### src/rtl/apb_slave_regfile_if.sv
// APB bus bundle between the AHB-to-APB bridge (master) and one register-file completer (slave).
interface apb_slave_regfile_if;
    logic        Psel;
    logic        Penable;
    logic        Pwrite;
    logic [31:0] Paddr;
    logic [31:0] Pwdata;
    logic [31:0] Prdata;
    logic        Pready;
    logic        Pslverr;

    modport master (
        output Psel, Penable, Pwrite, Paddr, Pwdata,
        input  Prdata, Pready, Pslverr
    );

    modport slave (
        input  Psel, Penable, Pwrite, Paddr, Pwdata,
        output Prdata, Pready, Pslverr
    );
endinterface

### src/rtl/apb_slave_regfile.sv
// APB completer answering one Pselx line with a word-addressed register file,
// programmable wait states and an error response for out-of-range or misaligned accesses.
module apb_slave_regfile #(
    parameter logic [31:0] BASE_ADDR   = 32'h8000_0000,
    parameter int unsigned DEPTH       = 16,
    parameter int unsigned WAIT_STATES = 0
) (
    input  logic               Hclk,
    input  logic               Hresetn,
    apb_slave_regfile_if.slave apb
);
    localparam int unsigned IDX_W     = $clog2(DEPTH);
    localparam logic [31:0] SPAN      = 32'(4 * DEPTH);
    localparam logic [3:0]  WAIT_LAST = 4'(WAIT_STATES);

    typedef enum logic {
        IDLE,
        ACC
    } state_e;

    state_e            state_q, state_d;
    logic [3:0]        count_q, count_d;
    logic              write_q, write_d;
    logic [IDX_W-1:0]  index_q, index_d;
    logic              in_range_q, in_range_d;
    logic [31:0]       prdata_q, prdata_d;
    logic [DEPTH-1:0]  valid_q, valid_d;
    logic [31:0]       mem_q [DEPTH];

    logic [31:0]       offset;
    logic              addr_ok;
    logic [IDX_W-1:0]  addr_index;
    logic              mem_we;
    logic              wait_done;
    logic              proto_err;

    // Address decode is evaluated on the live bus so it can be latched at the SETUP edge.
    assign offset     = apb.Paddr - BASE_ADDR;
    assign addr_ok    = (offset < SPAN) && (apb.Paddr[1:0] == 2'b00);
    assign addr_index = offset[IDX_W+1:2];

    always_comb begin
        state_d    = state_q;
        count_d    = count_q;
        write_d    = write_q;
        index_d    = index_q;
        in_range_d = in_range_q;
        prdata_d   = prdata_q;
        valid_d    = valid_q;
        mem_we     = 1'b0;

        // A SETUP restarts the transfer whether we were idle or still in ACCESS.
        if (apb.Psel && !apb.Penable) begin
            state_d    = ACC;
            count_d    = 4'd0;
            write_d    = apb.Pwrite;
            index_d    = addr_index;
            in_range_d = addr_ok;
            if (!apb.Pwrite) begin
                prdata_d = (addr_ok && valid_q[addr_index]) ? mem_q[addr_index] : 32'h0;
            end
        end else if (state_q == ACC) begin
            if (!apb.Psel) begin
                state_d = IDLE;
            end else if (apb.Penable) begin
                if (count_q == WAIT_LAST) begin
                    state_d = IDLE;
                    mem_we  = write_q && in_range_q;
                end else begin
                    count_d = count_q + 4'd1;
                end
            end
        end

        if (mem_we) begin
            valid_d[index_q] = 1'b1;
        end
    end

    always_ff @(posedge Hclk or negedge Hresetn) begin
        if (!Hresetn) begin
            state_q    <= IDLE;
            count_q    <= 4'd0;
            write_q    <= 1'b0;
            index_q    <= '0;
            in_range_q <= 1'b0;
            prdata_q   <= 32'h0;
            valid_q    <= '0;
        end else begin
            state_q    <= state_d;
            count_q    <= count_d;
            write_q    <= write_d;
            index_q    <= index_d;
            in_range_q <= in_range_d;
            prdata_q   <= prdata_d;
            valid_q    <= valid_d;
        end
    end

    // Storage is deliberately unreset; the valid bits make unwritten words read as zero.
    always_ff @(posedge Hclk) begin
        if (mem_we) begin
            mem_q[index_q] <= apb.Pwdata;
        end
    end

    assign wait_done   = (state_q == ACC) && (count_q == WAIT_LAST);
    assign proto_err   = (state_q == IDLE) && apb.Psel && apb.Penable;
    assign apb.Pready  = Hresetn && (wait_done || proto_err);
    assign apb.Pslverr = Hresetn && ((wait_done && !in_range_q) || proto_err);
    assign apb.Prdata  = prdata_q;
endmodule

### src/flat_wrapper.sv
// flat-port wrapper written by rule: the top's interface ports become plain ports
module apb_slave_regfile_flat 
#(
    parameter logic [31:0] BASE_ADDR   = 32'h8000_0000,
    parameter int unsigned DEPTH       = 16,
    parameter int unsigned WAIT_STATES = 0
)
  (Hclk, Hresetn, apb_Psel, apb_Penable, apb_Pwrite, apb_Paddr, apb_Pwdata, apb_Prdata, apb_Pready, apb_Pslverr);
  apb_slave_regfile_if apb_i ();
  input  logic Hclk;
  input  logic Hresetn;
  input wire logic [$bits(apb_i.Psel)-1:0] apb_Psel;
  input wire logic [$bits(apb_i.Penable)-1:0] apb_Penable;
  input wire logic [$bits(apb_i.Pwrite)-1:0] apb_Pwrite;
  input wire logic [$bits(apb_i.Paddr)-1:0] apb_Paddr;
  input wire logic [$bits(apb_i.Pwdata)-1:0] apb_Pwdata;
  output wire logic [$bits(apb_i.Prdata)-1:0] apb_Prdata;
  output wire logic [$bits(apb_i.Pready)-1:0] apb_Pready;
  output wire logic [$bits(apb_i.Pslverr)-1:0] apb_Pslverr;
  assign apb_i.Psel = apb_Psel;
  assign apb_i.Penable = apb_Penable;
  assign apb_i.Pwrite = apb_Pwrite;
  assign apb_i.Paddr = apb_Paddr;
  assign apb_i.Pwdata = apb_Pwdata;
  assign apb_Prdata = apb_i.Prdata;
  assign apb_Pready = apb_i.Pready;
  assign apb_Pslverr = apb_i.Pslverr;
  apb_slave_regfile #(.BASE_ADDR(BASE_ADDR), .DEPTH(DEPTH), .WAIT_STATES(WAIT_STATES)) u_core (.Hclk(Hclk), .Hresetn(Hresetn), .apb(apb_i));
endmodule
### config.mk
export PLATFORM = sky130hd
export DESIGN_NAME = apb_slave_regfile_flat
export DESIGN_NICKNAME = d
export VERILOG_FILES = /design/src/rtl/apb_slave_regfile_if.sv /design/src/rtl/apb_slave_regfile.sv /design/src/flat_wrapper.sv
export SDC_FILE = /design/constraint.sdc
export NUM_CORES = 1
export LEC_CHECK = 0
export BUFFER_PORTS_ARGS = -buffer_cell sky130_fd_sc_hd__buf_2
export CAP_MARGIN = 30
export CORE_UTILIZATION = 43
export DETAILED_ROUTE_END_ITERATION = 6
export SETUP_SLACK_MARGIN = 0.5
export SKIP_CTS_REPAIR_TIMING = 1
export SLEW_MARGIN = 15
export SYNTH_ARGS = -nofsm -noshare
export SYNTH_HDL_FRONTEND = slang
export SYNTH_SLANG_ARGS = --single-unit
### constraint.sdc
create_clock -name Hclk -period 3.67 [get_ports Hclk]
set_clock_uncertainty 0.1 [all_clocks]
set_input_delay 0.734 -clock Hclk [delete_from_list [all_inputs] [get_ports Hclk]]
set_output_delay 0.734 -clock Hclk [all_outputs]
set_load 0.05 [all_outputs]
==> reports/qor.yml <==
p_per_area_mw_per_mm2: 526.7
grt_util_met2_pct: 32.24
drtAntennaViolNets: 0
syn_area_sq_mm: 0.02187
setup_viol: 0
antenna_found_initial: 1
critPathMaxStageDelay_ns: 0.42
cts_buffers: 58
nets: 1197
rrSetupSlack_ns: 0.70
vias: 10120
start_kind: "flip-flop"
fp.dieArea_sq_mm: 0.05176
dieWidth_um: 227.5
worstSkewPairLatency_ns: 0.60
ir_drop_v: 0.0003500
crit_fanout: 4
dr.pass1.iters: 5
gp_congestion: 0.7243
layout_min_cycle_time_ns: 3.018
grt_overflow_total: 0
pin_count: 103
yosys.area.top_type: "edfxtp_1"
slew_violations: 0
drt-initial-drc-count: 784
seq_area_frac_synth_pct: 77.06
num_rows: 82
wl_um: 48150
grt_pass1_vias: 10660
arrival_ns: 2.18
clock-sinks: 571
crit_slowest_cell: "dfrtp_1"
track_usage_pct: 19.36
clock_path_buffers: 3
via_per_inst: 5.473
total_leakage_power_nw: 8.441
met3_usage_pct: 3.240
grt_start_max_net_pins: 60
grt_pass1_wl_um: 71140
reg2regPathDepth: 6
setup_ws_ns: 0.6523
cts-root-buf: "clkbuf_16"
fmax_ghz: 0.3314
holdCritPathClass: "input pin to asynchronous set/reset pin"
yosysWarnings: 0
syn2layout_area_growth_pct: 16.16
setup_tns_ns: 0
critPathCaptureType: "output port"
syn_nets: 1044
synth_edf_count: 512
tightest_slew_ns: 0.8725
synth-async-reset-ratio_pct: 10.33
start_util_pct: 43.59
status: "completed"
cts_tree: "done"
top_usage_layer: "met2"
met1_usage_pct: 26.46
clkTransAtPathRegs_ns: 0.06
period_share_pct: 82.23
syn_inst: 973
place.port_buffers: 102
finalHoldViolCount: 0
maxCapViolCount: 0
slew_headroom_pct: 41.83
place_ws_ns: 0.6335
fill_cells: 3931
core_area_sq_mm: 0.05017
crit_chain: "inv_1 -> ha_1 -> nand4bb_1 -> a21boi_1 -> a21boi_2 -> clkbuf_4"
crit_required_ns: 2.84
synth_top_area_share_pct: 70.31
hpwl_um: 26690
synthTopCellsByArea: "edfxtp_1 70%, mux4_2 17%, dfrtp_1 6.8%"
synthFlopType: "edfxtp_1"
crit_type: "flip-flop to output port"
ys_ff_latch: 571
syn_area_per_cell_sq_um: 22.48
drc: 0
die_y_um: 227.5
netlist-cell-type-count: 35
htreeDepth: 2
drive_gt1_share_pct: 35.83
grt_setup_unrepaired: "false"
routedWlPerCell_um: 26.06
## cell usage in the layout, fill, tap and decap left out, types with 2 or more instances in the layout
master      netlist  final
a21oi_1           2      2
and2_1            2      2
buf_12            0     10
buf_2             9     97
buf_4             0     33
bufinv_16         0      3
clkbuf_1         21     19
clkbuf_16         0     61
clkbuf_8          0      5
clkinv_1         30     39
clkinv_2          0      9
clkinvlp_4        0      2
dfrtp_1          59     59
edfxtp_1        512    512
ha_1              2      2
inv_1             7      7
mux2_2            4      4
mux2i_1           2      2
mux4_2          164    164
nand2_1          35     35
nand2b_1          3      2
nand3_1           4      4
nand3b_1          2      2
nand4_1           2      2
nor2_1           21      5
nor2_4            0     16
nor4_1            6      6
o21ai_0           3      3
o21bai_1          8      8
o31ai_1          32     32
or2_2            10     10
or4_1             2      2
xor2_1            2      2
## metrics by stage
step	instance area (sq um)	hold WS (ns)	utilization (%)	std cells	power, mW
after floorplan	21870	0.3339	-	973	7.566
after global placement	23510	0.3564	46.87	1737	7.800
after detailed placement	23510	0.3476	46.87	1737	7.812
after CTS	25370	0.2547	50.57	1846	13.53
after global routing	25400	0.01482	50.63	1848	13.79
final	25400	0.01583	50.63	1848	13.38
## power by group
group          internal (mW)  switching, mW  total [mW]
combinational          0.245          0.325       0.570
clock                   3.33           2.38        5.71
sequential              7.09        0.00786        7.10
## state kept, by name, indices dropped and copies added, names as in the netlist
| name | count |
|---|---|
| u_core.valid_q | 16 |
| u_core.mem_q | 512 |
| u_core.write_q | 1 |
| u_core.apb.Prdata | 32 |
| u_core.in_range_q | 1 |
| u_core.count_q | 4 |
| u_core.state_q | 1 |
| u_core.index_q | 4 |
## synth_stat cells (2+ instances only)
cell / number
o21ai_0: 3
ha_1: 2
nand3_1: 4
mux2_2: 4
edfxtp_1: 512
o31ai_1: 32
clkinv_1: 30
mux2i_1: 2
nor4_1: 6
mux4_2: 164
nand3b_1: 2
inv_1: 7
nand2_1: 35
a21oi_1: 2
o21bai_1: 8
nand2b_1: 3
xor2_1: 2
nand4_1: 2
dfrtp_1: 59
buf_6: 10
and2_1: 2
buf_1: 10
or4_1: 2
buf_2: 9
a21boi_0: 2
or2_2: 10
clkbuf_1: 21
nor2_1: 21
## cell families (layout without fill, tap and decap cells)
logic type / after synthesis / after routing / synth area share [%]
buf+inv: 87 / 289 / 1.888
other cells: 0 / 1 / 0
mux: 170 / 170 / 17.19
compound gates: 47 / 47 / 1.556
fa+ha+maj: 2 / 2 / 0.1144
xor+xnor: 3 / 3 / 0.1202
simple gates: 93 / 93 / 2.077
flops: 571 / 571 / 77.06
## critical path, delay by kind of cell (launching register included)
kind,cells,cell delay [ns]
simple gates,1,0.24
buf+inv,2,0.31
flops,1,0.42
fa+ha+maj,1,0.16
compound gates,2,0.45
## worst paths after layout
path                                        end               from
max                                 apb_Pslverr  u_core.count_q[0]
min                              u_core.write_q            Hresetn
max reg2reg                 u_core.mem_q[0][10]  u_core.count_q[0]
min reg2reg                   u_core.valid_q[2]  u_core.valid_q[2]
max in group asynchronous  u_core.apb.Prdata[8]            Hresetn
min in group Hclk                u_core.write_q         apb_Pwrite
## layer usage
metal / vias up / wire length, um
met5: - / 0
met4: 0 / 1015
met3: 70 / 2092
met2: 256 / 24000
met1: 5439 / 21040
li1: 4350 / -
## cell type report
| cell class | instances | area [sq um] | share of cell area (%) |
|---|---|---|---|
| diodes | 1 | 2.502 | 0.009851 |
| clock buffers | 84 | 1653 | 6.506 |
| repair buffers | 143 | 982.2 | 3.866 |
| multi-input cells | 315 | 4731 | 18.62 |
| inverters | 37 | 138.9 | 0.5467 |
| well taps | 672 | 840.8 | 3.310 |
| clock inverters | 25 | 203.9 | 0.8028 |
| flip-flops and latches | 571 | 16850 | 66.34 |
(Power assumes the default switching activity.)
